File: config.mk
export PLATFORM = sky130hd
export DESIGN_NAME = ack_axis_bridge
export DESIGN_NICKNAME = d
export VERILOG_FILES = /design/src/rtl/ack_axis_bridge.sv
export SDC_FILE = /design/constraint.sdc
export NUM_CORES = 2
export LEC_CHECK = 0
export ABC_AREA = 1
export ABC_CLOCK_PERIOD_IN_PS = 23400
export BUFFER_PORTS_ARGS = -buffer_cell sky130_fd_sc_hd__clkbuf_2
export CORE_MARGIN = 3
export CORE_UTILIZATION = 30
export CTS_CLUSTER_DIAMETER = 80
export CTS_CLUSTER_SIZE = 40
export DETAILED_ROUTE_END_ITERATION = 8
export RECOVER_POWER = 25
export SYNTH_ARGS = -nofsm -noshare
export SYNTH_HDL_FRONTEND = slang
export SYNTH_SLANG_ARGS = --single-unit
File: constraint.sdc
create_clock -name clk -period 23.4 [get_ports clk]
set_input_delay 4.68 -clock clk [delete_from_list [all_inputs] [get_ports clk]]
set_output_delay 4.68 -clock clk [all_outputs]
set_load 0.1 [all_outputs]
File: src/rtl/ack_axis_bridge.sv
// ---------------------------------------------------------------------------
// ack_axis_bridge
//
// Bridges an ACK-builder word stream to a NetFPGA AXI-Stream master.
// The upstream source has no back-pressure and leaves in_rdy high with stale
// data after its last word. An input FSM (ACCEPT / DROP / HOLD) therefore
// frames packets. Words are staged in a store-and-forward word FIFO. A small
// per-packet metadata FIFO (depth 4) tracks committed packets and, when
// enabled, their byte lengths.
//
// Optional feature macro: ACK_TUSER_LEN_EN
//   When defined, tuser[15:0] carries the packet byte length, computed as
//   (words-1)*bytes_per_word + popcount(last tkeep).
//   When undefined, tuser[15:0] is zero and no length logic is built.
//
// Ports
//   clk            : sole clock, rising edge
//   reset          : synchronous, active-high
//   in_rdy         : upstream word-valid level
//   in_tdata       : upstream word
//   in_tkeep       : upstream byte enables (not all-ones marks the last word)
//   m_axis_tdata   : output payload
//   m_axis_tkeep   : output byte enables
//   m_axis_tuser   : NetFPGA metadata ([31:24] dst port, [23:16] src port)
//   m_axis_tvalid  : output beat valid
//   m_axis_tlast   : final beat of a packet
//   m_axis_tready  : downstream back-pressure
//   pkt_drop_cnt   : saturating count of packets dropped for lack of room
// ---------------------------------------------------------------------------
module ack_axis_bridge #(
  parameter int         C_S_AXIS_DATA_WIDTH  = 256,
  parameter int         C_S_AXIS_TUSER_WIDTH = 128,
  parameter int         FIFO_DEPTH_BITS      = 3,
  parameter int         MAX_PKT_WORDS        = 4,
  parameter logic [7:0] DST_PORT             = 8'h01
) (
  input  logic                                 clk,
  input  logic                                 reset,
  input  logic                                 in_rdy,
  input  logic [C_S_AXIS_DATA_WIDTH-1:0]       in_tdata,
  input  logic [C_S_AXIS_DATA_WIDTH/8-1:0]     in_tkeep,
  output logic [C_S_AXIS_DATA_WIDTH-1:0]       m_axis_tdata,
  output logic [C_S_AXIS_DATA_WIDTH/8-1:0]     m_axis_tkeep,
  output logic [C_S_AXIS_TUSER_WIDTH-1:0]      m_axis_tuser,
  output logic                                 m_axis_tvalid,
  output logic                                 m_axis_tlast,
  input  logic                                 m_axis_tready,
  output logic [15:0]                          pkt_drop_cnt
);

  localparam int LP_KEEP_W    = C_S_AXIS_DATA_WIDTH / 8;
  localparam int LP_DEPTH     = 1 << FIFO_DEPTH_BITS;
  localparam int LP_META_D    = 4;
  localparam int LP_WCNT_W    = $clog2(MAX_PKT_WORDS + 1);

  localparam logic [FIFO_DEPTH_BITS:0] LP_DEPTH_V  = (FIFO_DEPTH_BITS + 1)'(LP_DEPTH);
  localparam logic [FIFO_DEPTH_BITS:0] LP_MAX_V    = (FIFO_DEPTH_BITS + 1)'(MAX_PKT_WORDS);
  localparam logic [LP_KEEP_W-1:0]     LP_KEEP_ALL = '1;
  localparam logic [LP_WCNT_W-1:0]     LP_LAST_IDX = LP_WCNT_W'(MAX_PKT_WORDS - 1);
  localparam logic [LP_WCNT_W-1:0]     LP_WCNT_ONE = LP_WCNT_W'(1);
  localparam logic [2:0]               LP_META_FULL = 3'(LP_META_D);

  typedef enum logic [1:0] {
    ST_ACCEPT = 2'd0,
    ST_DROP   = 2'd1,
    ST_HOLD   = 2'd2
  } state_t;

  // Saturating 16-bit increment for the drop counter.
  function automatic logic [15:0] f_sat_inc16(input logic [15:0] val);
    if (val == 16'hFFFF) begin
      return val;
    end
    return val + 16'd1;
  endfunction

`ifdef ACK_TUSER_LEN_EN
  function automatic logic [15:0] f_popcount(input logic [LP_KEEP_W-1:0] keep);
    logic [15:0] n;
    n = '0;
    for (int i = 0; i < LP_KEEP_W; i++) begin
      n = n + 16'(keep[i]);
    end
    return n;
  endfunction
`endif

  // -------------------------------------------------------------------------
  // State
  // -------------------------------------------------------------------------
  state_t                          r_state;
  state_t                          w_state_nxt;

  logic [C_S_AXIS_DATA_WIDTH-1:0]  r_data_mem [LP_DEPTH];
  logic [LP_KEEP_W-1:0]            r_keep_mem [LP_DEPTH];
  logic                            r_last_mem [LP_DEPTH];

  logic [FIFO_DEPTH_BITS-1:0]      r_wr_ptr;
  logic [FIFO_DEPTH_BITS-1:0]      r_rd_ptr;
  logic [FIFO_DEPTH_BITS:0]        r_occ;
  logic [LP_WCNT_W-1:0]            r_wcnt;

  logic [1:0]                      r_meta_wr;
  logic [1:0]                      r_meta_rd;
  logic [2:0]                      r_meta_cnt;
  logic [15:0]                     r_drop_cnt;

`ifdef ACK_TUSER_LEN_EN
  logic [15:0]                     r_len_mem [LP_META_D];
  logic [15:0]                     w_len;
`endif

  logic [FIFO_DEPTH_BITS:0]        w_free;
  logic                            w_first;
  logic                            w_no_room;
  logic                            w_last_word;
  logic                            w_wr_en;
  logic                            w_commit;
  logic                            w_drop;
  logic                            w_rd;
  logic                            w_rd_last;

  // Room is judged from start-of-cycle occupancy so a concurrent read never
  // lets a packet in that could not be guaranteed MAX_PKT_WORDS slots.
  assign w_free      = LP_DEPTH_V - r_occ;
  assign w_first     = (r_wcnt == '0);
  assign w_no_room   = (w_free < LP_MAX_V) || (r_meta_cnt == LP_META_FULL);
  assign w_last_word = (in_tkeep != LP_KEEP_ALL) || (r_wcnt == LP_LAST_IDX);

`ifdef ACK_TUSER_LEN_EN
  assign w_len = 16'(r_wcnt) * 16'(LP_KEEP_W) + f_popcount(in_tkeep);
`endif

  // A packet becomes readable only once committed to the metadata FIFO, which
  // gives store-and-forward with one cycle of commit latency.
  assign m_axis_tvalid = (r_meta_cnt != 3'd0) && !reset;
  assign w_rd          = m_axis_tvalid && m_axis_tready;
  assign w_rd_last     = w_rd && r_last_mem[r_rd_ptr];

  // -------------------------------------------------------------------------
  // Input FSM
  // -------------------------------------------------------------------------
  always_ff @(posedge clk) begin
    if (reset) begin
      r_state <= ST_ACCEPT;
    end else begin
      r_state <= w_state_nxt;
    end
  end

  always_comb begin
    w_state_nxt = r_state;
    w_wr_en     = 1'b0;
    w_commit    = 1'b0;
    w_drop      = 1'b0;
    case (r_state)
      ST_ACCEPT: begin
        if (in_rdy) begin
          if (w_first && w_no_room) begin
            w_drop      = 1'b1;
            w_state_nxt = ST_DROP;
          end else begin
            w_wr_en = 1'b1;
            if (w_last_word) begin
              w_commit    = 1'b1;
              w_state_nxt = ST_HOLD;
            end
          end
        end
      end
      // Upstream keeps in_rdy high with stale data; only a low cycle re-arms.
      ST_DROP, ST_HOLD: begin
        if (!in_rdy) begin
          w_state_nxt = ST_ACCEPT;
        end
      end
      default: w_state_nxt = ST_ACCEPT;
    endcase
  end

  // -------------------------------------------------------------------------
  // FIFO control
  // -------------------------------------------------------------------------
  always_ff @(posedge clk) begin
    if (reset) begin
      r_wr_ptr   <= '0;
      r_rd_ptr   <= '0;
      r_occ      <= '0;
      r_wcnt     <= '0;
      r_meta_wr  <= '0;
      r_meta_rd  <= '0;
      r_meta_cnt <= '0;
      r_drop_cnt <= '0;
    end else begin
      if (w_wr_en) begin
        r_wr_ptr <= r_wr_ptr + 1'b1;
      end
      if (w_rd) begin
        r_rd_ptr <= r_rd_ptr + 1'b1;
      end
      case ({w_wr_en, w_rd})
        2'b10:   r_occ <= r_occ + 1'b1;
        2'b01:   r_occ <= r_occ - 1'b1;
        default: r_occ <= r_occ;
      endcase

      if (w_commit) begin
        r_wcnt <= '0;
      end else if (w_wr_en) begin
        r_wcnt <= r_wcnt + LP_WCNT_ONE;
      end

      if (w_commit) begin
        r_meta_wr <= r_meta_wr + 1'b1;
      end
      if (w_rd_last) begin
        r_meta_rd <= r_meta_rd + 1'b1;
      end
      case ({w_commit, w_rd_last})
        2'b10:   r_meta_cnt <= r_meta_cnt + 1'b1;
        2'b01:   r_meta_cnt <= r_meta_cnt - 1'b1;
        default: r_meta_cnt <= r_meta_cnt;
      endcase

      if (w_drop) begin
        r_drop_cnt <= f_sat_inc16(r_drop_cnt);
      end
    end
  end

  // -------------------------------------------------------------------------
  // FIFO storage (payload only; validity is tracked by the pointers above)
  // -------------------------------------------------------------------------
  always_ff @(posedge clk) begin
    if (w_wr_en) begin
      r_data_mem[r_wr_ptr] <= in_tdata;
      r_keep_mem[r_wr_ptr] <= in_tkeep;
      r_last_mem[r_wr_ptr] <= w_last_word;
    end
  end

`ifdef ACK_TUSER_LEN_EN
  always_ff @(posedge clk) begin
    if (w_commit) begin
      r_len_mem[r_meta_wr] <= w_len;
    end
  end
`endif

  // -------------------------------------------------------------------------
  // Output: payload forced to zero whenever no beat is offered
  // -------------------------------------------------------------------------
  always_comb begin
    m_axis_tdata = '0;
    m_axis_tkeep = '0;
    m_axis_tlast = 1'b0;
    m_axis_tuser = '0;
    if (m_axis_tvalid) begin
      m_axis_tdata        = r_data_mem[r_rd_ptr];
      m_axis_tkeep        = r_keep_mem[r_rd_ptr];
      m_axis_tlast        = r_last_mem[r_rd_ptr];
      m_axis_tuser[31:24] = DST_PORT;
`ifdef ACK_TUSER_LEN_EN
      m_axis_tuser[15:0]  = r_len_mem[r_meta_rd];
`endif
    end
  end

  assign pkt_drop_cnt = r_drop_cnt;

endmodule

==> flow_summary.yaml <==
run_status:
  status: "finished clean"
die:
  die_area_um2: 313000
  start_util: 0.303
  boundaryPins: 726
  die_y_um: 560
  die_x_um: 560
  core-area_um2: 304000
  row_count: 202
setup_path:
  required_ps: 18720
  crit_path_frequent_cell: "buf_4"
  cp.arrival_ps: 8160
  max_stage_delay_ps: 830
  ff2ff_setup_slack_ps: 17760
  crit_type: "input port to output port"
  crit_family: "buffers and inverters"
  cp_num_buf_inv: 5
  cp_slowest_cell: "buf_4"
  crit_fanout: 91
  crit_chain: "clkbuf_2 > buf_4 > a31oi_4 > buf_4 > buf_4 > o21ai_1 > a31oi_1 > clkbuf_2"
  end_kind: "output port"
  cp-start-kind: "input port"
timing:
  tns_ps: 0
  hold_viol_final: 0
  worst_pin_slew_ps: 1220
  clock.fmax_ghz: 0.0779
  fin_crit_ps: 12840
  rsz0062_at_grt: "no"
  setup_viol: 0
  slew_violations: 0
  fin_skew_ps: 56.4
  fin_crit_sh: 0.549
  relSlewSlack: 0.189
synthesis:
  synth_compound_area_frac: 0.120
  synth-simple-area-share: 0.0784
  syn_inst: 6999
  synth-xor-area-share: 0.00152
  synth_top_family_by_area: "compound AO/OA/AOI/OAI gates"
  synth.area.mux_share: 0
  syn-cell-area_um2: 91900
  synthAdderAreaFrac: 0.00172
  synth_area_per_cell_um2: 13.1
  ys_types: 30
  yosys_warnings: 0
  ys_ff_latch: 2349
  yosysSeqAreaShare: 0.763
clock_tree:
  hold_buffers: 0
  clkTransAtPathRegs_ps: 120
  cts_resized: 0
  insertion_delay_ps: 850
  cts-root-buf: "clkbuf_16"
  cts_tree: "done"
  cts.sinks: 2349
  clk_path_buf_depth: 4
  cts_buffers: 107
  cts_max_level: 3
  postCtsSetupBuffers: 0
power:
  p_int_mw: 6.48
  comb_power_share: 0.284
  pwr-share-clk: 0.238
  p_sw_mw: 4.07
  p_sw_frac: 0.386
  p_seq_frac: 0.478
  peakVddDrop_uv: 85.4
  p_per_area_nw_per_um2: 103
  power_mw: 10.6
  p_leak_nw: 32.8
routing:
  ant_nets: 0
  wl_per_cell_um: 21.4
  route.detailed.drc: 0
  routed_wl_um: 246000
  dr.first_iter.drc_count: 6096
  drt_first_pass_iters: 5
  vias_per_cell: 4.99
  via_count: 57500
global_route:
  antenna_found_initial: 40
  grt_pass1_wl_um: 361000
  grt_max_degree: 216
  grtUsageTotal: 0.149
  first_global_vias: 54000
  grt_overflow: 0
worst_hold_path:
  hold_path.class: "flop to flop"
placed_design:
  gp_congestion: 0.839
  hpwlAfterDp_um: 147000
  portBuffers: 598
finish:
  drive_gt1_frac: 0.0989
  fin_nets: 7629
  area_delta_synth_final_pct: 11.6
run:
  drv_cap: 0
registers in the layout, summed over array words and instances (netlist names), named ones only:
signal	cells
r_wcnt	3
r_keep_mem	256
r_meta_cnt	3
r_state	2
pkt_drop_cnt	16
r_last_mem	8
r_wr_ptr	3
r_occ	4
r_rd_ptr	3
r_data_mem	2048
power groups by stage:
stage	Clock [mW]	Combinational [mW]	Sequential, mW
after global routing	2.72	3.18	5.07
after CTS	2.58	3.01	5.04
after global placement	0	2.98	5.13
final	2.52	3.00	5.04
after floorplan	0	2.25	5.28
after detailed placement	0	3.01	5.14
metal layers:
metal  global-route usage  wire, um  vias to the layer above
li1                     -         -                    26100
met1                0.198    103000                    28800
met2                0.246    118000                     2186
met3               0.0233     16200                      368
met4               0.0581      9230                       24
met5                    0       167                        -
cell families after synthesis:
family	Yosys count
flip-flops	2349
other	1
AND/OR/NAND/NOR	1904
XOR/XNOR	16
buffers and inverters	652
AO/OA/AOI/OAI	2065
adder cells (fa/ha/maj)	12
Yosys cell counts (all sizes together):
library cell  number  area [um2]
clkbuf           290        1090
o22ai            288        1800
nor2            1785        6700
o21ai           1457        7300
a31oi            289        1810
xnor2              5        43.8
a21oi             29         145
nor3               4        31.3
inv               39         146
conb               1        3.75
dfxtp             37         741
xor2              11        96.3
o221ai             2        17.5
nand4              4        25.0
edfxtp          2312       69400
nand3b             1        7.51
buf              323        1930
ha                11         138
nand3             15        80.1
fa                 1        20.0
nand2             94         353
or2                1        6.26
placed cells by master (no fill, tap or decap), types with 12 or more instances in the layout:
master     instances
nand2_1           94
clkinv_8          12
a31oi_1          288
buf_4             98
clkbuf_2         415
conb_1           127
edfxtp_1        2312
nor2_1          1777
diode_2           26
inv_12            17
a21oi_1           29
clkbuf_16        109
clkinv_16         16
inv_1             35
clkbuf_1         185
o21ai_1          686
nand3_1           14
inv_8             16
o21ai_0          770
dfxtp_1           35
o22ai_1          288
worst register-to-register path, stage by stage, from the launching register on:
cell	delay [ps]
dfxtp_1	380
inv_1	70
ha_1	190
inv_1	50
nor2_1	60
nand2_1	90
nand2_1	270
inv_1	210
nand2_1	270
nor2_4	800
buf_4	870
buf_4	600
buf_4	590
buf_4	750
path summary, 6_finish.rpt:
| kind | end | depth (start not counted) | start |
|---|---|---|---|
| max | m_axis_tdata[110] | 8 | reset |
| min | r_state[1]$_SDFFE_PP0P_ | 2 | r_state[1]$_SDFFE_PP0P_ |
| max reg2reg | r_data_mem[6][44]$_DFFE_PP_ | 13 | r_wcnt[0]$_SDFFE_PP0P_ |
| min reg2reg | r_state[1]$_SDFFE_PP0P_ | 2 | r_state[1]$_SDFFE_PP0P_ |
final cells by class:
cell class	count	area, um2
diodes	26	65.1
clock buffers	111	2740
clock inverters	85	1500
fillers	29600	201000
inverters	39	169
multi-input cells	4124	19100
flip-flops and latches	2349	70200
well taps	4080	5100
repair buffers	704	3660
stage by stage:
stage	setup WS [ps]	instance area (um2)	hold slack [ps]	instances	util
after CTS	10670	103000	483	11500	0.338
final	10560	103000	484	11500	0.337
after global routing	10490	103000	517	11500	0.337
after floorplan	5260	92400	430	7125	-
after detailed placement	10680	98500	465	11300	0.324
after global placement	10830	98500	438	11300	0.324
No activity file was read; power rests on OpenSTA's default activity.
